## src/rtl/instr_fetch_if.sv

```systemverilog
// ---------------------------------------------------------------------------
// instr_fetch_if
//   Bundles the two handshakes of the fetch stage:
//     - instruction memory side : imem_req / imem_addr / imem_ack / imem_rdata
//     - decode side             : instr / instr_valid / decode_ready /
//                                 redirect / redirect_target
//   Modports:
//     master : the fetch unit (drives req/addr/instr/instr_valid)
//     slave  : the environment (memory + decoder)
//
//   Handshake semantics:
//     A memory transfer happens on a rising edge where imem_req=1 and
//     imem_ack=1; imem_rdata is captured on that edge. imem_req and
//     imem_addr stay stable until that edge.
//     A decode transfer happens on a rising edge where instr_valid=1 and
//     decode_ready=1; redirect/redirect_target are sampled only on that edge.
//     instr stays stable while instr_valid=1 and decode_ready=0.
// ---------------------------------------------------------------------------
interface instr_fetch_if #(
  parameter int WIDTH = 32
);
  logic             imem_req;
  logic [WIDTH-1:0] imem_addr;
  logic             imem_ack;
  logic [WIDTH-1:0] imem_rdata;
  logic [WIDTH-1:0] instr;
  logic             instr_valid;
  logic             decode_ready;
  logic             redirect;
  logic [WIDTH-1:0] redirect_target;

  modport master (
    output imem_req, imem_addr, instr, instr_valid,
    input  imem_ack, imem_rdata, decode_ready, redirect, redirect_target
  );

  modport slave (
    input  imem_req, imem_addr, instr, instr_valid,
    output imem_ack, imem_rdata, decode_ready, redirect, redirect_target
  );
endinterface

```

## src/rtl/instr_fetch_unit.sv

```systemverilog
// ---------------------------------------------------------------------------
// instr_fetch_unit
//   Fetch stage ahead of the decoder. Holds the PC, requests one word at a
//   time from instruction memory, buffers it (single entry) until decode
//   accepts it, then advances the PC by 4 or to the redirect target returned
//   with the accept. A redirect to a non-word-aligned target halts fetching
//   and raises a sticky fault until reset.
//
//   Ports:
//     clk, rst      : clock (rising edge), asynchronous active-high reset
//     bus (master)  : memory and decode handshakes, see instr_fetch_if
//     pc            : address of the current fetch / presented instruction
//     pc_plus4      : pc + 4 (wraps), link value for jumps
//     fetch_fault   : sticky misaligned-redirect flag
//     instr_count   : instructions accepted by decode (wraps)
//     dbg_state     : current FSM state (IDLE=0, REQ=1, HOLD=2, HALT=3)
// ---------------------------------------------------------------------------
module instr_fetch_unit #(
  parameter int               WIDTH    = 32,
  parameter logic [WIDTH-1:0] RESET_PC = '0
) (
  input  logic             clk,
  input  logic             rst,
  instr_fetch_if.master    bus,
  output logic [WIDTH-1:0] pc,
  output logic [WIDTH-1:0] pc_plus4,
  output logic             fetch_fault,
  output logic [31:0]      instr_count,
  output logic [1:0]       dbg_state
);

  typedef enum logic [1:0] {
    S_IDLE = 2'd0,
    S_REQ  = 2'd1,
    S_HOLD = 2'd2,
    S_HALT = 2'd3
  } state_t;

  state_t           r_state;
  logic [WIDTH-1:0] r_pc;
  logic [WIDTH-1:0] r_instr;
  logic             r_instr_valid;
  logic             r_fetch_fault;
  logic [31:0]      r_instr_count;
  logic [WIDTH-1:0] w_pc_plus4;

  // Natural modulo-2^WIDTH wrap; a wrap past the top is not a fault.
  assign w_pc_plus4 = r_pc + WIDTH'(4);

  assign bus.imem_req    = (r_state == S_REQ);
  assign bus.imem_addr   = r_pc;
  assign bus.instr       = r_instr;
  assign bus.instr_valid = r_instr_valid;
  assign pc              = r_pc;
  assign pc_plus4        = w_pc_plus4;
  assign fetch_fault     = r_fetch_fault;
  assign instr_count     = r_instr_count;
  assign dbg_state       = r_state;

  always_ff @(posedge clk or posedge rst) begin
    if (rst) begin
      r_state       <= S_IDLE;
      r_pc          <= RESET_PC;
      r_instr       <= '0;
      r_instr_valid <= 1'b0;
      r_fetch_fault <= 1'b0;
      r_instr_count <= '0;
    end else begin
      case (r_state)
        S_IDLE: r_state <= S_REQ;

        // Wait for memory as long as it takes; pc (and thus imem_addr) is held.
        S_REQ: begin
          if (bus.imem_ack) begin
            r_instr       <= bus.imem_rdata;
            r_instr_valid <= 1'b1;
            r_state       <= S_HOLD;
          end
        end

        // Single-entry buffer: no new fetch until decode takes this word.
        S_HOLD: begin
          if (bus.decode_ready) begin
            r_instr_valid <= 1'b0;
            r_instr_count <= r_instr_count + 32'd1;
            if (!bus.redirect) begin
              r_pc    <= w_pc_plus4;
              r_state <= S_REQ;
            end else if (bus.redirect_target[1:0] == 2'b00) begin
              r_pc    <= bus.redirect_target;
              r_state <= S_REQ;
            end else begin
              // Misaligned target: keep the pc of the offending instruction.
              r_fetch_fault <= 1'b1;
              r_state       <= S_HALT;
            end
          end
        end

        S_HALT: r_state <= S_HALT;

        default: r_state <= S_IDLE;
      endcase
    end
  end

endmodule

```

## src/flat_wrapper.sv

```systemverilog
// flat-port wrapper written by rule: the top's interface ports become plain ports
module instr_fetch_unit_flat 
#(
  parameter int               WIDTH    = 32,
  parameter logic [WIDTH-1:0] RESET_PC = '0
)
  (clk, rst, pc, pc_plus4, fetch_fault, instr_count, dbg_state, bus_imem_req, bus_imem_addr, bus_instr, bus_instr_valid, bus_imem_ack, bus_imem_rdata, bus_decode_ready, bus_redirect, bus_redirect_target);
  instr_fetch_if #(.WIDTH(WIDTH)) bus_i ();
  input  logic clk;
  input  logic rst;
  output logic [WIDTH-1:0] pc;
  output logic [WIDTH-1:0] pc_plus4;
  output logic fetch_fault;
  output logic [31:0] instr_count;
  output logic [1:0] dbg_state;
  output wire logic [$bits(bus_i.imem_req)-1:0] bus_imem_req;
  output wire logic [$bits(bus_i.imem_addr)-1:0] bus_imem_addr;
  output wire logic [$bits(bus_i.instr)-1:0] bus_instr;
  output wire logic [$bits(bus_i.instr_valid)-1:0] bus_instr_valid;
  input wire logic [$bits(bus_i.imem_ack)-1:0] bus_imem_ack;
  input wire logic [$bits(bus_i.imem_rdata)-1:0] bus_imem_rdata;
  input wire logic [$bits(bus_i.decode_ready)-1:0] bus_decode_ready;
  input wire logic [$bits(bus_i.redirect)-1:0] bus_redirect;
  input wire logic [$bits(bus_i.redirect_target)-1:0] bus_redirect_target;
  assign bus_imem_req = bus_i.imem_req;
  assign bus_imem_addr = bus_i.imem_addr;
  assign bus_instr = bus_i.instr;
  assign bus_instr_valid = bus_i.instr_valid;
  assign bus_i.imem_ack = bus_imem_ack;
  assign bus_i.imem_rdata = bus_imem_rdata;
  assign bus_i.decode_ready = bus_decode_ready;
  assign bus_i.redirect = bus_redirect;
  assign bus_i.redirect_target = bus_redirect_target;
  instr_fetch_unit #(.WIDTH(WIDTH), .RESET_PC(RESET_PC)) u_core (.clk(clk), .rst(rst), .bus(bus_i), .pc(pc), .pc_plus4(pc_plus4), .fetch_fault(fetch_fault), .instr_count(instr_count), .dbg_state(dbg_state));
endmodule
```

## config.mk

```make
export PLATFORM = sky130hd
export DESIGN_NAME = instr_fetch_unit_flat
export DESIGN_NICKNAME = d
export VERILOG_FILES = /design/src/rtl/instr_fetch_if.sv /design/src/rtl/instr_fetch_unit.sv /design/src/flat_wrapper.sv
export SDC_FILE = /design/constraint.sdc
export NUM_CORES = 1
export LEC_CHECK = 0
export ABC_CLOCK_PERIOD_IN_PS = 4700
export CORE_UTILIZATION = 35
export DETAILED_ROUTE_END_ITERATION = 8
export GPL_TIMING_DRIVEN = 1
export PLACE_DENSITY = 0.66
export SYNTH_ARGS = -nofsm -noshare
export SYNTH_HDL_FRONTEND = slang
export SYNTH_SLANG_ARGS = --single-unit
```

## constraint.sdc

```tcl
create_clock -name clk -period 4.7 [get_ports clk]
set_clock_uncertainty 0.05 [all_clocks]
set_input_delay 0.705 -clock clk [delete_from_list [all_inputs] [get_ports clk]]
set_output_delay 0.705 -clock clk [all_outputs]
set_load 0.1 [all_outputs]
```

==> results of run 1 <==
## layout by cell type, fill, tap and decap left out, types with 6 or more instances in the layout
cell and count:
clkdlybuf4s50_1 216, dfrtp_1 100, nand2_1 40, nor2_1 34
xnor2_1 33, mux2_2 32, nand3_1 26, xor2_1 26
o21ai_0 25, buf_4 21, nor3_1 16, a21oi_1 14
nand4_1 13, inv_1 11, nor4_1 9, and3_1 9
clkbuf_16 9, o2bb2ai_1 8, a22oi_1 7, and4_1 6
a2bb2oi_1 6, nand3b_1 6
## flip-flops by register name (all words and copies together), names as in the netlist
signal,cells
u_core.instr_count,32
u_core.bus.instr,32
u_core.bus.instr_valid,1
u_core.fetch_fault,1
u_core.dbg_state,2
u_core.bus.imem_addr,32
## power by group through the flow
stage | combinational (mW) | clock (mW) | sequential, mW
finish | 3.98 | 0.793 | 1.32
global route | 4.06 | 0.852 | 1.35
CTS | 4.00 | 0.814 | 1.32
detailed placement | 3.99 | 0 | 1.33
global placement | 3.98 | 0 | 1.31
floorplan | 1.55 | 0 | 2.93
## layout make-up
class,count,area share
tap,184,0.0292
clock inverter,6,0.0100
multi-input combinational,358,0.311
antenna,1,0.000317
inverter,13,0.00651
timing repair buffer,238,0.295
sequential,100,0.317
clock buffer,10,0.0303
## path summary, 6_finish.rpt
| check | slack [ns] | from | cells past startpoint | endpoint |
|---|---|---|---|---|
| max | 0.93 | u_core.bus.imem_addr[2]$_DFFE_PP0P_ | 6 | pc_plus4[14] |
| min | 0.43 | u_core.fetch_fault$_DFFE_PP0P_ | 1 | u_core.fetch_fault$_DFFE_PP0P_ |
| max reg2reg | 2.34 | u_core.bus.imem_addr[10]$_DFFE_PP0P_ | 5 | u_core.bus.imem_addr[30]$_DFFE_PP0P_ |
| min reg2reg | 0.43 | u_core.fetch_fault$_DFFE_PP0P_ | 1 | u_core.fetch_fault$_DFFE_PP0P_ |
| max in group asynchronous | 2.77 | rst | 3 | u_core.bus.imem_addr[25]$_DFFE_PP0P_ |
| min in group asynchronous | 0.87 | rst | 2 | u_core.instr_count[31]$_DFFE_PP0P_ |
## stage by stage
stage	setup WS, ns	hold slack, ns	cells	power [mW]
floorplan	0.0176	0.761	528	4.48
global placement	1.34	0.411	893	5.29
detailed placement	1.29	0.422	893	5.32
CTS	0.903	0.432	909	6.13
global route	0.694	0.460	910	6.26
finish	0.934	0.430	910	6.09
## metal layers
metal,part of all wire,GRT usage,vias up
met1,0.42,0.257,2270
li1,-,-,2224
met2,0.50,0.339,153
met3,0.052,0.0497,23
met4,0.026,0.0744,0
met5,0,0,-
## cells by family after synthesis
kind of cell,share of synthesized area
and+or+nand+nor,0.186
muxes,0.0707
adders and majority gates,0.00465
AOI/OAI and AO/OA,0.0988
DFF,0.465
xor gates and xnor gates,0.0960
buffers and inverters,0.0790
==> results.cfg, run 1 <==
[route]
wire_per_inst_um = 17.4
first_iter_violations = 226
antenna_left = 0
routed-via-count = 4670
wl_um = 15900
drt-pass1-iter-count = 5
via_per_inst = 5.13
drc = 0

[pwr]
pwr-share-clk = 0.130
p_sw_mw = 3.73
combPwrFrac = 0.653
p_leak_nw = 3.26
seq_power_share = 0.216
ir_worst_vdd_v = 0.000510
sw_frac_of_total = 0.612
p_per_area_nw_per_um2 = 772
p_int_mw = 2.36

[synthesis]
synth_top_area_cell = dfrtp_1
synth_ff_type = dfrtp_1
syn_inst = 528
synth.distinct_cells = 56
yosysMostFrequentCell = dfrtp_1
synth_seq_cells = 100
netlist_top_cells_area = dfrtp_1 46%, mux2_2 6.7%, xnor2_1 5.4%
ys_warn_count = 0
syn_avg_cell_area_um2 = 10.2
syn-cell-area_um2 = 5380
synth_common_cells = 100 x dfrtp_1, 40 x nand2_1, 37 x buf_4
syn_nets = 599
synth_enable_flop_cells = 0
postSynth.asyncResetShare = 1.00
synth_top_cell_area_share = 0.465
yosysSeqAreaShare = 0.465

[critical_path]
cp.required_ns = 3.94
worstPathCellList = ha_1, and2_2, nand2_1, nor2_1, xor2_1, clkdlybuf4s50_1
cp-start-kind = flip-flop
cp_max_fo = 8
crit_buf_inv = 1
slowest_delay_ns = 1.15
crit_type = reg2out
crit_slowest_cell = clkdlybuf4s50_1
setup.worst_path.end_class = primary output
critical-path-top-delay-family = buffers and inverters
crit_arrival_ns = 3.01

[timing]
min_period_over_period = 0.801
slew_violations = 0
period_minus_slack_ns = 3.77
setup_violations = 0
timing.fmax_mhz = 266
fin_tns_setup_ns = 0
slew_headroom = 0.308
worst_slew_pin_slew_ns = 1.03
hold_violations = 0
rsz0062_at_grt = no

[floorplanning]
die_area_um2 = 15900
start_util = 0.365
dieHeight_um = 126
core_um2 = 14800
io_pins = 234
rows = 44
die_x_um = 126

[global_routing]
antenna_found_initial = 1
first_global_vias = 4672
overflow = 0
track_usage = 0.204
grt_pass1_wl_um = 25400
grt_max_degree = 73

[min_path]
hold_path_class = reg2reg

[place]
dp_hpwl_um = 11700
place.gp.congestion = 0.870
io_buffers = 233
post_dp_cell_area_um2 = 7560

[clock_tree]
cts.repair.resized = 0
insertion_delay_ns = 0.35
ctsHoldBuffers = 0
cts_htree_levels = 3
cts.sinks = 100
numCtsBuffers = 9
cts_buffer_depth = 2
tritoncts = built
clk_pin_slew_ns = 0.07
cts_setup_buffers = 0
cts_root_buf = clkbuf_16

[cells_and_area]
nFillCells = 1334
syn_to_final_growth_pct = 46.5
drive_above_1_share = 0.114
postLayoutCellArea_um2 = 7880
num-nets-final = 791
final_util = 0.534
seqCellArea_um2 = 2500
multi_input_area_um2 = 2450

[outcome]
status = complete, no violations

[job]
maxCapViolCount = 0
(Power assumes the default switching activity.)
==> run 2: changes to the inputs <==
--- a/config.mk
+++ b/config.mk
@@ -5,11 +5,11 @@
 export SDC_FILE = /design/constraint.sdc
 export NUM_CORES = 1
 export LEC_CHECK = 0
-export ABC_CLOCK_PERIOD_IN_PS = 4700
+export ABC_CLOCK_PERIOD_IN_PS = 3000
 export CORE_UTILIZATION = 35
 export DETAILED_ROUTE_END_ITERATION = 8
 export GPL_TIMING_DRIVEN = 1
-export PLACE_DENSITY = 0.66
+export PLACE_DENSITY = 0.69
 export SYNTH_ARGS = -nofsm -noshare
 export SYNTH_HDL_FRONTEND = slang
 export SYNTH_SLANG_ARGS = --single-unit
==> constraint.sdc (replaced) <==
create_clock -name clk -period 3 [get_ports clk]
set_clock_uncertainty 0.05 [all_clocks]
set_input_delay 0.45 -clock clk [delete_from_list [all_inputs] [get_ports clk]]
set_output_delay 0.45 -clock clk [all_outputs]
set_load 0.1 [all_outputs]
==> results.cfg, run 2 (synthesis results as in run 1) <==
[floorplanning]
core_um2 = 14800
start_util = 0.365
rows = 44
die_area_um2 = 15900
die_x_um = 126
dieHeight_um = 126
io_pins = 234

[outcome]
status = complete, no violations

[place]
place.gp.congestion = 0.834
io_buffers = 233
post_dp_cell_area_um2 = 8060
dp_hpwl_um = 12100

[pwr]
total_power_mw = 9.64
p_leak_nw = 3.73
p_per_area_nw_per_um2 = 1150
ir_worst_vdd_v = 0.000847

[cells_and_area]
postLayoutCellArea_um2 = 8370
num-nets-final = 806
drive_above_1_share = 0.419
layout_common_cells = 161 x buf_4, 74 x dfrtp_1, 67 x clkdlybuf4s50_1, 38 x nand2_1, 34 x nor2_1
syn_to_final_growth_pct = 55.5
final_common_cell = buf_4
antenna_cells = 0

[global_routing]
overflow = 0
first_global_vias = 4745
grt_max_degree = 65
antenna_found_initial = 1
track_usage = 0.202
grt_pass1_wl_um = 25100

[clock_tree]
cts_root_buf = clkbuf_16
numCtsBuffers = 9
insertion_delay_ns = 0.35
clk_pin_slew_ns = 0.07
cts_buffer_depth = 2
cts_htree_levels = 3
tritoncts = built
cts.sinks = 100

[min_path]
hold_path_class = reg2reg
whs_path_depth = 1

[critical_path]
cp_max_fo = 7
cp.required_ns = 2.50
crit_type = reg2out
reg2regPathDepth = 6
cp-start-kind = flip-flop
setup.worst_path.end_class = primary output
crit_arrival_ns = 2.44

[timing]
hold_violations = 0
setup_violations = 0
slew_headroom = 0.499
min_period_over_period = 0.980
worst_hold_slack_ns = 0.432
timing.fmax_mhz = 340
worst_slew_pin_slew_ns = 0.751
slew_violations = 0
rsz0062_at_grt = yes
period_minus_slack_ns = 2.94

[route]
first_iter_violations = 287
routed-via-count = 4817
wire_per_inst_um = 17.4
via_per_inst = 5.22
wl_um = 16000
drc = 0
drt-pass1-iter-count = 5
antenna_left = 0

[job]
maxCapViolCount = 0
-- run 2: changes by cell type in the layout (fill, tap and decap cells not counted), sizes merged --
cell           delta
buf             +164
bufinv            -1
clkdlybuf4s50   -149
clkinvlp          +2
diode             -1
inv               -2
-- run 2: layer usage --
| layer | share of wire | up-vias | GRT usage |
|---|---|---|---|
| li1 | - | 2235 | - |
| met1 | 0.41 | 2322 | 0.248 |
| met2 | 0.49 | 224 | 0.334 |
| met3 | 0.068 | 36 | 0.0467 |
| met4 | 0.032 | 0 | 0.0992 |
| met5 | 0 | - | 0 |
-- run 2: cell type report --
class                      instances  area, um2
inverter                          13       52.6
clock buffer                      10        229
multi-input combinational        358       2920
fill                            1255       6380
tap                              184        230
sequential                       100       2530
clock inverter                     5       38.8
timing repair buffer             253       2360
-- run 2: through the flow --
step                      utilization  worst slack (ns)  setup TNS [ns]  cells
after floorplan                     -            -0.275          -0.745    528
after global placement          0.546             0.430               0    903
after detailed placement        0.546             0.377               0    903
after CTS                       0.564            0.0330               0    918
after global routing            0.567           -0.0223         -0.0384    923
final                           0.567            0.0600               0    923
-- run 2: path summary, 6_finish.rpt --
kind,slack [ns],startpoint,end
max,0.06,u_core.bus.imem_addr[2]$_DFFE_PP0P_,pc_plus4[29]
min,0.43,u_core.instr_count[31]$_DFFE_PP0P_,u_core.instr_count[31]$_DFFE_PP0P_
max reg2reg,0.83,u_core.bus.imem_addr[2]$_DFFE_PP0P_,u_core.bus.imem_addr[31]$_DFFE_PP0P_
min reg2reg,0.43,u_core.instr_count[31]$_DFFE_PP0P_,u_core.instr_count[31]$_DFFE_PP0P_
max in group asynchronous,1.71,rst,u_core.instr_count[28]$_DFFE_PP0P_
min in group asynchronous,0.53,rst,u_core.bus.imem_addr[30]$_DFFE_PP0P_
-- run 2: worst max-delay path, cell delays in order, from the launching register on --
cell and delay, ns:
dfrtp_2 0.45, nand3_4 0.14, or3_4 0.42, nor4_4 0.42, buf_4 0.18, nand2_2 0.08
xnor2_4 0.21, buf_12 0.19
-- run 2: repair_timing --
action,CTS,global route
buffers inserted,0,5
hold buffers,0,0
endpoints found under the setup margin,1,3
resized for setup,1,2
pin swaps,0,1
-- run 2: power by group --
group / internal (mW) / switching (mW)
clock network: 0.563 / 0.515
registers: 1.72 / 0.434
logic: 1.43 / 4.98
==> RTL change (flow settings as in run 2) <==
Register the output `instr_count` once more, with the module's reset; this adds one clock of latency there. The other outputs are not delayed to match.
--- a/src/rtl/instr_fetch_unit.sv
+++ b/src/rtl/instr_fetch_unit.sv
@@ -54,7 +54,13 @@
   assign pc              = r_pc;
   assign pc_plus4        = w_pc_plus4;
   assign fetch_fault     = r_fetch_fault;
-  assign instr_count     = r_instr_count;
+  always_ff @(posedge clk or posedge rst) begin
+    if (rst) begin
+      instr_count <= '0;
+    end else begin
+      instr_count <= r_instr_count;
+    end
+  end
   assign dbg_state       = r_state;
 
   always_ff @(posedge clk or posedge rst) begin
Function: changed (Yosys sat finds a counterexample within 4 cycles, from zero or initial values and one cycle with rst high).
==> RTL change against run 2 <==
- the run now ends with design-rule violations left
- non-clock buffer count increased by 1
- worst setup slack got worse by 18 ps
- clock power increased by 95%
- sequential cell count increased by 32
- wire length increased by 20%
- synthesized area increased by 21%
- total power increased by 5.1%
- critical path depth decreased by 2
- sequential share of layout area increased by 3.8 points
- die area increased by 21%
- synthesized cell count increased by 15%
- final area increased by 17%
- critical endpoint is now pc_plus4[31]
- highest routed layer unchanged
==> RTL change: results (changes against run 2) <==
[power_and_ir_drop]
ir_worst_vdd_mv=1.12  ; was 0.847 mV
cellLeakagePower_nw=4.37  ; was 3.73 nW

[min_path]
hold_start=bus_redirect  ; was u_core.instr_count[31]$_DFFE_PP0P_
min_to=u_core.bus.imem_addr[0]$_DFFE_PP0P_  ; was u_core.instr_count[31]$_DFFE_PP0P_
hold_depth=2  ; was 1
min_path_type=primary input to register  ; was register to register

[grt]
grt_max_degree=133  ; was 65
track_usage_pct=20.6  ; was 20.2%
grt_pass1_wl_um=30500  ; was 25100 µm
grt_pass1_vias=5351  ; was 4745
antenna_found_initial=1  ; unchanged

[setup_path]
r2r_start=u_core.bus.imem_addr[12]$_DFFE_PP0P_  ; was u_core.bus.imem_addr[2]$_DFFE_PP0P_
reg2reg_setup_slack_ps=1010  ; was 830 ps
path_max_fanout=15  ; was 7
critPathKind=register to output port  ; unchanged
crit-reg2reg-capture=u_core.bus.imem_addr[22]$_DFFE_PP0P_  ; was u_core.bus.imem_addr[31]$_DFFE_PP0P_
worstRegToRegCells=4  ; was 6
critical_path_arrival_ps=2460  ; was 2440 ps

[logic_synthesis]
synth_nets=676  ; was 599
ys_top_cells_by_count=dfrtp_1 (132), nand2_1 (42), nand3_1 (39)  ; was dfrtp_1 (100), nand2_1 (40), buf_4 (37)
ys.warnings.count=0  ; unchanged
synth-seq-area-share_pct=50.5  ; was 46.5%
postSynth.asyncResetShare_pct=100  ; unchanged
synth_area_leaders=dfrtp_1 (51%), mux2_2 (5.5%), xnor2_1 (4.4%)  ; was dfrtp_1 (46%), mux2_2 (6.7%), xnor2_1 (5.4%)
synth.distinct_cells=62  ; was 56

[cts]
clk_pin_slew_ps=70  ; about the same
cts_buffer_depth=2  ; unchanged
htree_num_levels=4  ; was 3
cts_buffers=17  ; was 9
clockRootBuffer=clkbuf_16  ; unchanged
insertion_delay_ps=420  ; was 350 ps

[place]
place_ws_ps=445  ; was 377 ps
dp_hpwl_um=13900  ; was 12100 µm
numPortBuffers=233  ; unchanged
place_congestion=0.816  ; was 0.834

[detailed_routing]
drcViolationCount=23  ; was 0
drt-pass1-iter-count=7  ; was 5
drtIter0Drc=333  ; was 287
vias_per_cell=5.17  ; was 5.22
routedWlPerCell_um=18.3  ; was 17.4 µm

[timing]
worstMarginPinSlew_ps=710  ; was 751 ps
worst_hold_slack_ps=285  ; was 432 ps

[run_status]
failed_checks=design-rule violations
outcome=finished with violations  ; was complete, no violations

[finish]
drive_above_1_share_pct=40.7  ; was 41.9%
nFillCells=1557  ; was 1255
fin_nets=881  ; was 806

## RTL change: worst max-delay path by stage
stage | cells after the start | endpoint | slack [ps] | start
3_3_place_gp | 5 | pc_plus4[23] | 510 | u_core.bus.imem_addr[12]$_DFFE_PP0P_
4_1_cts | 5 | pc_plus4[22] | 10 | u_core.bus.imem_addr[12]$_DFFE_PP0P_
2_1_floorplan | 4 | pc_plus4[29] | -330 | u_core.bus.imem_addr[24]$_DFFE_PP0P_
6_report | 5 | pc_plus4[31] | 40 | u_core.bus.imem_addr[12]$_DFFE_PP0P_
5_1_grt | 5 | pc_plus4[31] | -80 | u_core.bus.imem_addr[12]$_DFFE_PP0P_
3_5_place_dp | 5 | pc_plus4[22] | 440 | u_core.bus.imem_addr[5]$_DFFE_PP0P_
## RTL change: critical path: stages (launching register included)
cell	delay (ps)
dfrtp_2	500
and4_1	310
nand4_4	270
nor4_2	560
xor2_4	200
buf_12	190
## RTL change: per-layer routing
| metal | GRT usage, % | wire length (µm) | vias to the layer above |
|---|---|---|---|
| li1 | - | - | 2555 |
| met1 | 27.0 | 8370 | 2628 |
| met2 | 32.6 | 8920 | 237 |
| met3 | 6.18 | 1700 | 21 |
| met4 | 6.20 | 259 | 0 |
| met5 | 0 | 0 | - |
## RTL change: final cells by class
type | instances | area, µm² | share of cell area, %
diodes | 1 | 2.50 | 0.0255
clock buffers | 17 | 425 | 4.34
clock inverters | 15 | 181 | 1.85
inverters | 18 | 71.3 | 0.728
multi-input cells | 387 | 3140 | 32.0
flip-flops and latches | 132 | 3340 | 34.0
well taps | 229 | 287 | 2.92
repair buffers | 254 | 2360 | 24.1
## RTL change: kinds of logic (layout without fill, tap and decap cells)
family | after synthesis | count (layout) | share of synthesized area [%]
buffers and inverters | 86 | 304 | 7.54
XOR/XNOR | 59 | 59 | 7.91
other | 0 | 1 | 0
multiplexers | 33 | 33 | 5.67
adder cells (fa/ha/maj) | 2 | 2 | 0.383
AO/OA/AOI/OAI | 94 | 94 | 9.76
AND/OR/NAND/NOR | 199 | 199 | 18.2
flip-flops | 132 | 132 | 50.5
## RTL change: repair_timing
action,CTS,global route
resized for setup,1,4
endpoints found under the setup margin,1,12
setup buffers,0,0
## RTL change: power breakdown
group	internal [mW]	switching, mW
registers	2.14	0.384
logic	1.18	4.33
clock network	1.20	0.910
## RTL change: per-stage QoR
stage | std cells | cell area (µm²) | setup TNS, ps | power (mW) | utilization (%)
after CTS | 1052 | 9790 | 0 | 10.2 | 53.9
after detailed placement | 1020 | 9180 | 0 | 8.07 | 50.6
final | 1053 | 9800 | 0 | 10.1 | 54.0
after global routing | 1053 | 9800 | -280 | 10.4 | 54.0
after floorplan | 605 | 6950 | -791 | 6.92 | -
after global placement | 1020 | 9180 | 0 | 8.05 | 50.6
